==> src/rtl/fir_pkg.sv <==
// Shared parameters, FSM encoding and tap-slice helper for the FIR tap-bank MAC.
package fir_pkg;

  localparam int unsigned TAPS     = 10;
  localparam int unsigned SAMPLE_W = 3;
  localparam int unsigned COEF_W   = 16;
  localparam int unsigned CNT_W    = $clog2(TAPS);
  localparam int unsigned PROD_W   = SAMPLE_W + COEF_W;
  localparam int unsigned ACC_W    = SAMPLE_W + COEF_W + $clog2(TAPS);
  localparam int unsigned BUS_W    = TAPS * SAMPLE_W;

  typedef enum logic [1:0] {
    StIdle = 2'd0,
    StMac  = 2'd1,
    StDone = 2'd2
  } state_e;

  // Tap k occupies bus[SAMPLE_W*k +: SAMPLE_W]; k = 0 is the newest sample.
  function automatic logic [SAMPLE_W-1:0] tap_slice(input logic [BUS_W-1:0] bus,
                                                    input logic [CNT_W-1:0] k);
    return bus[k*SAMPLE_W +: SAMPLE_W];
  endfunction

endpackage

==> src/rtl/fir_coef_regfile.sv <==
// Coefficient register bank: range-checked writes allowed only while idle, async read by tap index.
module fir_coef_regfile
  import fir_pkg::*;
(
  input  logic              clk,
  input  logic              rst,
  input  logic              wr,
  input  logic              allow,
  input  logic [CNT_W-1:0]  addr,
  input  logic [COEF_W-1:0] wdata,
  input  logic [CNT_W-1:0]  raddr,
  output logic [COEF_W-1:0] rdata,
  output logic              err
);

  logic [COEF_W-1:0] coef_q [TAPS];
  logic              err_q;
  logic              in_range;
  logic              accept;

  assign in_range = (addr <= CNT_W'(TAPS - 1));
  assign accept   = wr & allow & in_range;

  always_ff @(posedge clk or posedge rst) begin
    if (rst) begin
      for (int i = 0; i < int'(TAPS); i++) begin
        coef_q[i] <= '0;
      end
      err_q <= 1'b0;
    end else begin
      err_q <= wr & ~accept;
      if (accept) begin
        coef_q[addr] <= wdata;
      end
    end
  end

  assign rdata = coef_q[raddr];
  assign err   = err_q;

endmodule

==> src/rtl/fir_tap_mac.sv <==
// Sequential one-tap-per-clock MAC over a captured tap bank; emits one registered partial sum.
module fir_tap_mac
  import fir_pkg::*;
(
  input  logic              iClk12M,
  input  logic              iRst,
  input  logic              iEnMac,
  input  logic [BUS_W-1:0]  iDelay,
  input  logic              iCoefWr,
  input  logic [CNT_W-1:0]  iCoefAddr,
  input  logic [COEF_W-1:0] iCoefData,
  output logic [ACC_W-1:0]  oMac,
  output logic              oMacValid,
  output logic              oBusy,
  output logic              oOverrun,
  output logic              oCoefErr
);

  state_e             state_q, state_d;
  logic [BUS_W-1:0]   shadow_q;
  logic [ACC_W-1:0]   acc_q;
  logic [CNT_W-1:0]   k_q;
  logic [ACC_W-1:0]   mac_q;
  logic               valid_q;
  logic               overrun_q;

  logic               load;
  logic               step;
  logic               done;
  logic               busy;
  logic               last_k;
  logic [COEF_W-1:0]  coef_rd;
  logic [SAMPLE_W-1:0] tap;
  logic [PROD_W-1:0]  tap_x;
  logic [PROD_W-1:0]  coef_x;
  logic [PROD_W-1:0]  prod;

  fir_coef_regfile u_coef (
    .clk   (iClk12M),
    .rst   (iRst),
    .wr    (iCoefWr),
    .allow (state_q == StIdle),
    .addr  (iCoefAddr),
    .wdata (iCoefData),
    .raddr (k_q),
    .rdata (coef_rd),
    .err   (oCoefErr)
  );

  // State register.
  always_ff @(posedge iClk12M or posedge iRst) begin
    if (iRst) begin
      state_q <= StIdle;
    end else begin
      state_q <= state_d;
    end
  end

  assign last_k = (k_q == CNT_W'(TAPS - 1));

  // Next-state logic.
  always_comb begin
    state_d = state_q;
    unique case (state_q)
      StIdle:  if (iEnMac) state_d = StMac;
      StMac:   if (last_k) state_d = StDone;
      StDone:  state_d = StIdle;
      default: state_d = StIdle;
    endcase
  end

  // Decoded controls.
  always_comb begin
    load = 1'b0;
    step = 1'b0;
    done = 1'b0;
    busy = 1'b1;
    unique case (state_q)
      StIdle: begin
        load = iEnMac;
        busy = 1'b0;
      end
      StMac:   step = 1'b1;
      StDone:  done = 1'b1;
      default: busy = 1'b0;
    endcase
  end

  // Sign-extend both operands to the product width; the low PROD_W bits are the signed product.
  assign tap    = tap_slice(shadow_q, k_q);
  assign tap_x  = {{COEF_W{tap[SAMPLE_W-1]}}, tap};
  assign coef_x = {{SAMPLE_W{coef_rd[COEF_W-1]}}, coef_rd};
  assign prod   = tap_x * coef_x;

  always_ff @(posedge iClk12M or posedge iRst) begin
    if (iRst) begin
      shadow_q  <= '0;
      acc_q     <= '0;
      k_q       <= '0;
      mac_q     <= '0;
      valid_q   <= 1'b0;
      overrun_q <= 1'b0;
    end else begin
      valid_q   <= done;
      overrun_q <= iEnMac & busy;
      if (load) begin
        shadow_q <= iDelay;
        acc_q    <= '0;
        k_q      <= '0;
      end else if (step) begin
        acc_q <= acc_q + {{(ACC_W - PROD_W){prod[PROD_W-1]}}, prod};
        if (!last_k) begin
          k_q <= k_q + 1'b1;
        end
      end
      if (done) begin
        mac_q <= acc_q;
      end
    end
  end

  assign oMac      = mac_q;
  assign oMacValid = valid_q;
  assign oBusy     = busy;
  assign oOverrun  = overrun_q;

endmodule

==> config.mk <==
export PLATFORM = sky130hd
export DESIGN_NAME = fir_tap_mac
export DESIGN_NICKNAME = d
export VERILOG_FILES = /design/src/rtl/fir_pkg.sv /design/src/rtl/fir_coef_regfile.sv /design/src/rtl/fir_tap_mac.sv
export SDC_FILE = /design/constraint.sdc
export NUM_CORES = 1
export LEC_CHECK = 0
export BUFFER_PORTS_ARGS = -buffer_cell sky130_fd_sc_hd__buf_2
export CORE_ASPECT_RATIO = 0.9
export CORE_MARGIN = 10
export CORE_UTILIZATION = 45
export DETAILED_ROUTE_END_ITERATION = 8
export PLACE_DENSITY = 0.71
export REMOVE_ABC_BUFFERS = 1
export SYNTH_ARGS = -nofsm -noshare
export SYNTH_HDL_FRONTEND = slang
export SYNTH_SLANG_ARGS = --single-unit
==> constraint.sdc <==
create_clock -name iClk12M -period 8.93 [get_ports iClk12M]
set_clock_uncertainty 0.05 [all_clocks]
set_input_delay 0.893 -clock iClk12M [delete_from_list [all_inputs] [get_ports iClk12M]]
set_output_delay 0.893 -clock iClk12M [all_outputs]
set_load 0.005 [all_outputs]
==> key figures <==
Clocking
  – Clock sinks: 245
  – Clock input transition at the sequential cells of the worst setup and hold paths: 0.06 ns
  – Library cell used as clock root buffer: sky130_fd_sc_hd__clkbuf_16
  – Post-CTS setup-driven buffer insertion count: 0
  – Cells resized by post-CTS repair: 0
  – Post-CTS Hold Buffers: 0
  – Clock tree from TritonCTS: done
  – Clock buffers created by TritonCTS: 25
  – Clock latency on the worst-skew pair: 0.54 ns
  – H-tree levels: 1
  – Maximum clock path buffer count: 3

Placed design
  – Post-Place Worst Slack: 1.38 ns
  – GP Congestion: 0.851
  – Estimated wirelength of the detail-placed design: 19.8 mm
  – Number of input and output port buffers inserted: 80

Global routing
  – Global-route wire length before repair: 48.7 mm
  – Overflow left after global routing: 0
  – Total GRT Usage: 0.158
  – Number of global-route vias before repair: 9,160
  – Antenna violations before repair: 0
  – Pin count of the biggest net entering global routing: 129

Critical path
  – Kind of capture point of the worst setup path: flip-flop
  – Number of cells traversed by the worst register-to-register path: 28
  – Critical-path maximum fanout: 32
  – Critical path required time: 9.30 ns
  – Critical path class: reg2reg
  – CP max stage delay: 0.79 ns
  – Data arrival at the endpoint of the critical path: 7.93 ns
  – Slowest-stage cell, CP: sky130_fd_sc_hd__dfrtp_4
  – Startpoint Class: flip-flop

Synth
  – Total standard cell area after synthesis: 0.0135 sq mm
  – Warnings from Yosys: 0
  – Yosys reg bits: 245
  – Simple-gate portion of the synthesized area: 0.0886
  – Sequential-to-total area share from yosys stat: 0.455
  – Dominant combinational cell family by area after synthesis: multiplexers
  – Post-synthesis average cell area: 12.0 sq um
  – Multiplexer share of the synthesized area: 0.241
  – Count of flip-flops with a built-in enable after synthesis: 0
  – Synthesized-area fraction occupied by xor and xnor cells: 0.0222
  – Top flip-flop cell by instance count after synthesis: sky130_fd_sc_hd__dfrtp_1
  – Post-synthesis cell count: 1,124
  – Adder and majority gate portion of the synthesized area: 0.0824
  – Number of distinct standard cells referenced by the synthesized netlist: 65
  – Complex-gate fraction of the synthesized area: 0.0817
  – Share of synthesized registers carrying an async set or reset: 1.00

Floorplanning
  – Ports placed on the boundary: 81
  – Horizontal die dimension: 202 um
  – Floorplan row count: 60
  – Die Outline Area: 0.0373 sq mm
  – Die height: 184 um
  – Effective utilization at floorplan: 0.454
  – Core Region: 0.0297 sq mm

Routing
  – DRT antenna net count: 0
  – Met1 WL: 13.6 mm
  – Routed met3 length: 952 um
  – Total detailed-routing wirelength: 28.9 mm
  – Top metal layer carrying routed signals: met4
  – Via density per instance: 5.48
  – Total met2 wirelength after detailed routing: 13.9 mm
  – Count of TritonRoute iterations in the first routing pass: 5
  – Count of vias placed by the detailed router: 8,730
  – Average wire length per cell after detail routing: 18.1 um
  – First DRT Iteration DRCs: 497
  – DRC violations left: 0

Layout
  – Share of layout cells above drive strength 1: 0.325
  – Diode insertion count for antenna repair: 0
  – Nets: 1,308
  – Area growth, synth to finish: 11.3%
  – Final standard cell utilization of the core: 0.505
  – Fill cells: 2,602

Hold path
  – Hold path cells: 2
  – Class of the worst hold path: reg2reg

Status
  – Outcome: finished clean

Timing
  – Period utilization: 0.847
  – Slew @ Worst Pin: 1.11 ns
  – Final number of hold-violating endpoints: 0
  – Rel. slew slack: 0.258
  – Final Setup Violations: 0
  – PnR worst setup slack: 1.37 ns
  – Min Tclk post-route: 7.56 ns
  – Maximum operating frequency: 132 MHz
  – Setup repair after global routing missed its margin: no
  – Setup TNS: 0 ns
  – Final number of max-transition violations: 0

Job
  – Max_cap viols: 0
-- worst max-delay path: cells and delay by family, from the launching register on --
family,cells,cell delay (ns)
flip-flops,1,0.79
XOR/XNOR,1,0.20
AO/OA/AOI/OAI,14,2.69
AND/OR/NAND/NOR,4,0.59
multiplexers,1,0.57
buffers and inverters,3,0.70
adder cells (fa/ha/maj),5,1.81
-- area by class of cell --
type | count | area [sq um] | share of cell area
clock inverters | 5 | 40.0 | 0.00267
inverters | 24 | 97.6 | 0.00650
flip-flops and latches | 245 | 6140 | 0.409
well taps | 403 | 504 | 0.0336
repair buffers | 93 | 498 | 0.0332
clock buffers | 37 | 761 | 0.0507
multi-input cells | 787 | 6980 | 0.465
-- cell usage after synthesis (18+ instances only) --
library cell	count	area (sq um)
sky130_fd_sc_hd__ha_1	60	751
sky130_fd_sc_hd__a21oi_1	36	180
sky130_fd_sc_hd__nor2_1	80	300
sky130_fd_sc_hd__mux2_2	198	2230
sky130_fd_sc_hd__mux4_2	38	856
sky130_fd_sc_hd__fa_1	18	360
sky130_fd_sc_hd__clkbuf_1	31	116
sky130_fd_sc_hd__inv_1	24	90.1
sky130_fd_sc_hd__nand2_1	122	458
sky130_fd_sc_hd__dfrtp_1	245	6130
sky130_fd_sc_hd__o21ai_0	18	90.1
sky130_fd_sc_hd__xnor2_1	18	158
sky130_fd_sc_hd__nor2b_1	21	131
-- cell families after synthesis --
kind of cell             Yosys count
buffers and inverters             92
flip-flops                       245
XOR/XNOR                          32
AND/OR/NAND/NOR                  271
adder cells (fa/ha/maj)           78
multiplexers                     252
AO/OA/AOI/OAI                    154
-- path summary, 6_finish.rpt --
kind | start | end | slack (ns)
worst max-delay path | k_q[0] | acc_q[22] | 1.37
worst min-delay path | shadow_q[25] | shadow_q[25] | 0.42
worst max register to register | k_q[0] | acc_q[22] | 1.37
worst min register to register | shadow_q[25] | shadow_q[25] | 0.42
max in group asynchronous | iRst | oMac[20] | 6.96
min in group asynchronous | iRst | u_coef.coef_q[114] | 0.50
-- sequential cells by signal (all words and copies together) (netlist names) --
name	cells
u_coef.coef_q	160
shadow_q	30
state_q	2
k_q	4
u_coef.err	1
oMacValid	1
oMac	23
oOverrun	1
acc_q	23
-- layout by cell type (no fill, tap or decap), types with 3 or more instances in the layout --
cell type,Yosys,layout
sky130_fd_sc_hd__a21oi_1,36,36
sky130_fd_sc_hd__fa_1,18,18
sky130_fd_sc_hd__clkbuf_16,0,25
sky130_fd_sc_hd__o211ai_1,4,4
sky130_fd_sc_hd__nand3_1,12,12
sky130_fd_sc_hd__o21ai_0,18,18
sky130_fd_sc_hd__clkbuf_1,31,3
sky130_fd_sc_hd__nand2_1,122,122
sky130_fd_sc_hd__a22oi_1,16,16
sky130_fd_sc_hd__buf_4,3,13
sky130_fd_sc_hd__clkinv_2,0,4
sky130_fd_sc_hd__mux2i_1,11,11
sky130_fd_sc_hd__nor2_1,80,80
sky130_fd_sc_hd__nand2b_1,7,7
sky130_fd_sc_hd__mux2_1,5,5
sky130_fd_sc_hd__clkbuf_8,0,9
sky130_fd_sc_hd__o21ai_1,9,9
sky130_fd_sc_hd__a21o_1,17,17
sky130_fd_sc_hd__xnor2_1,18,18
sky130_fd_sc_hd__ha_1,60,60
sky130_fd_sc_hd__mux4_2,38,38
sky130_fd_sc_hd__a211oi_1,5,5
sky130_fd_sc_hd__a22o_1,3,3
sky130_fd_sc_hd__nor2b_1,21,21
sky130_fd_sc_hd__nor3_1,3,3
sky130_fd_sc_hd__dfrtp_1,245,243
sky130_fd_sc_hd__nand4_1,7,7
sky130_fd_sc_hd__o21a_1,5,5
sky130_fd_sc_hd__a2bb2oi_1,13,13
sky130_fd_sc_hd__mux2_2,198,198
sky130_fd_sc_hd__a31oi_1,3,3
sky130_fd_sc_hd__xor2_1,13,13
sky130_fd_sc_hd__o21bai_1,3,3
sky130_fd_sc_hd__inv_1,24,23
sky130_fd_sc_hd__and3_1,3,3
sky130_fd_sc_hd__a22oi_2,3,3
sky130_fd_sc_hd__buf_2,14,80
-- metrics by stage --
stage                     hold WS [ns]  std cells  area, sq um
after global placement           0.405       1552        14200
after floorplan                  0.390       1056        13200
after detailed placement         0.409       1552        14200
final                            0.420       1594        15000
after CTS                        0.423       1594        15000
after global routing             0.438       1594        15000
-- layer usage --
layer	track usage	vias to the layer above
li1	-	4128
met1	0.214	4452
met2	0.265	118
met3	0.0230	32
met4	0.0307	0
met5	0	-
Power is left out: the tool's default activity adds up to more than one toggle a clock period on the data nets, which glitch-free logic cannot reach.
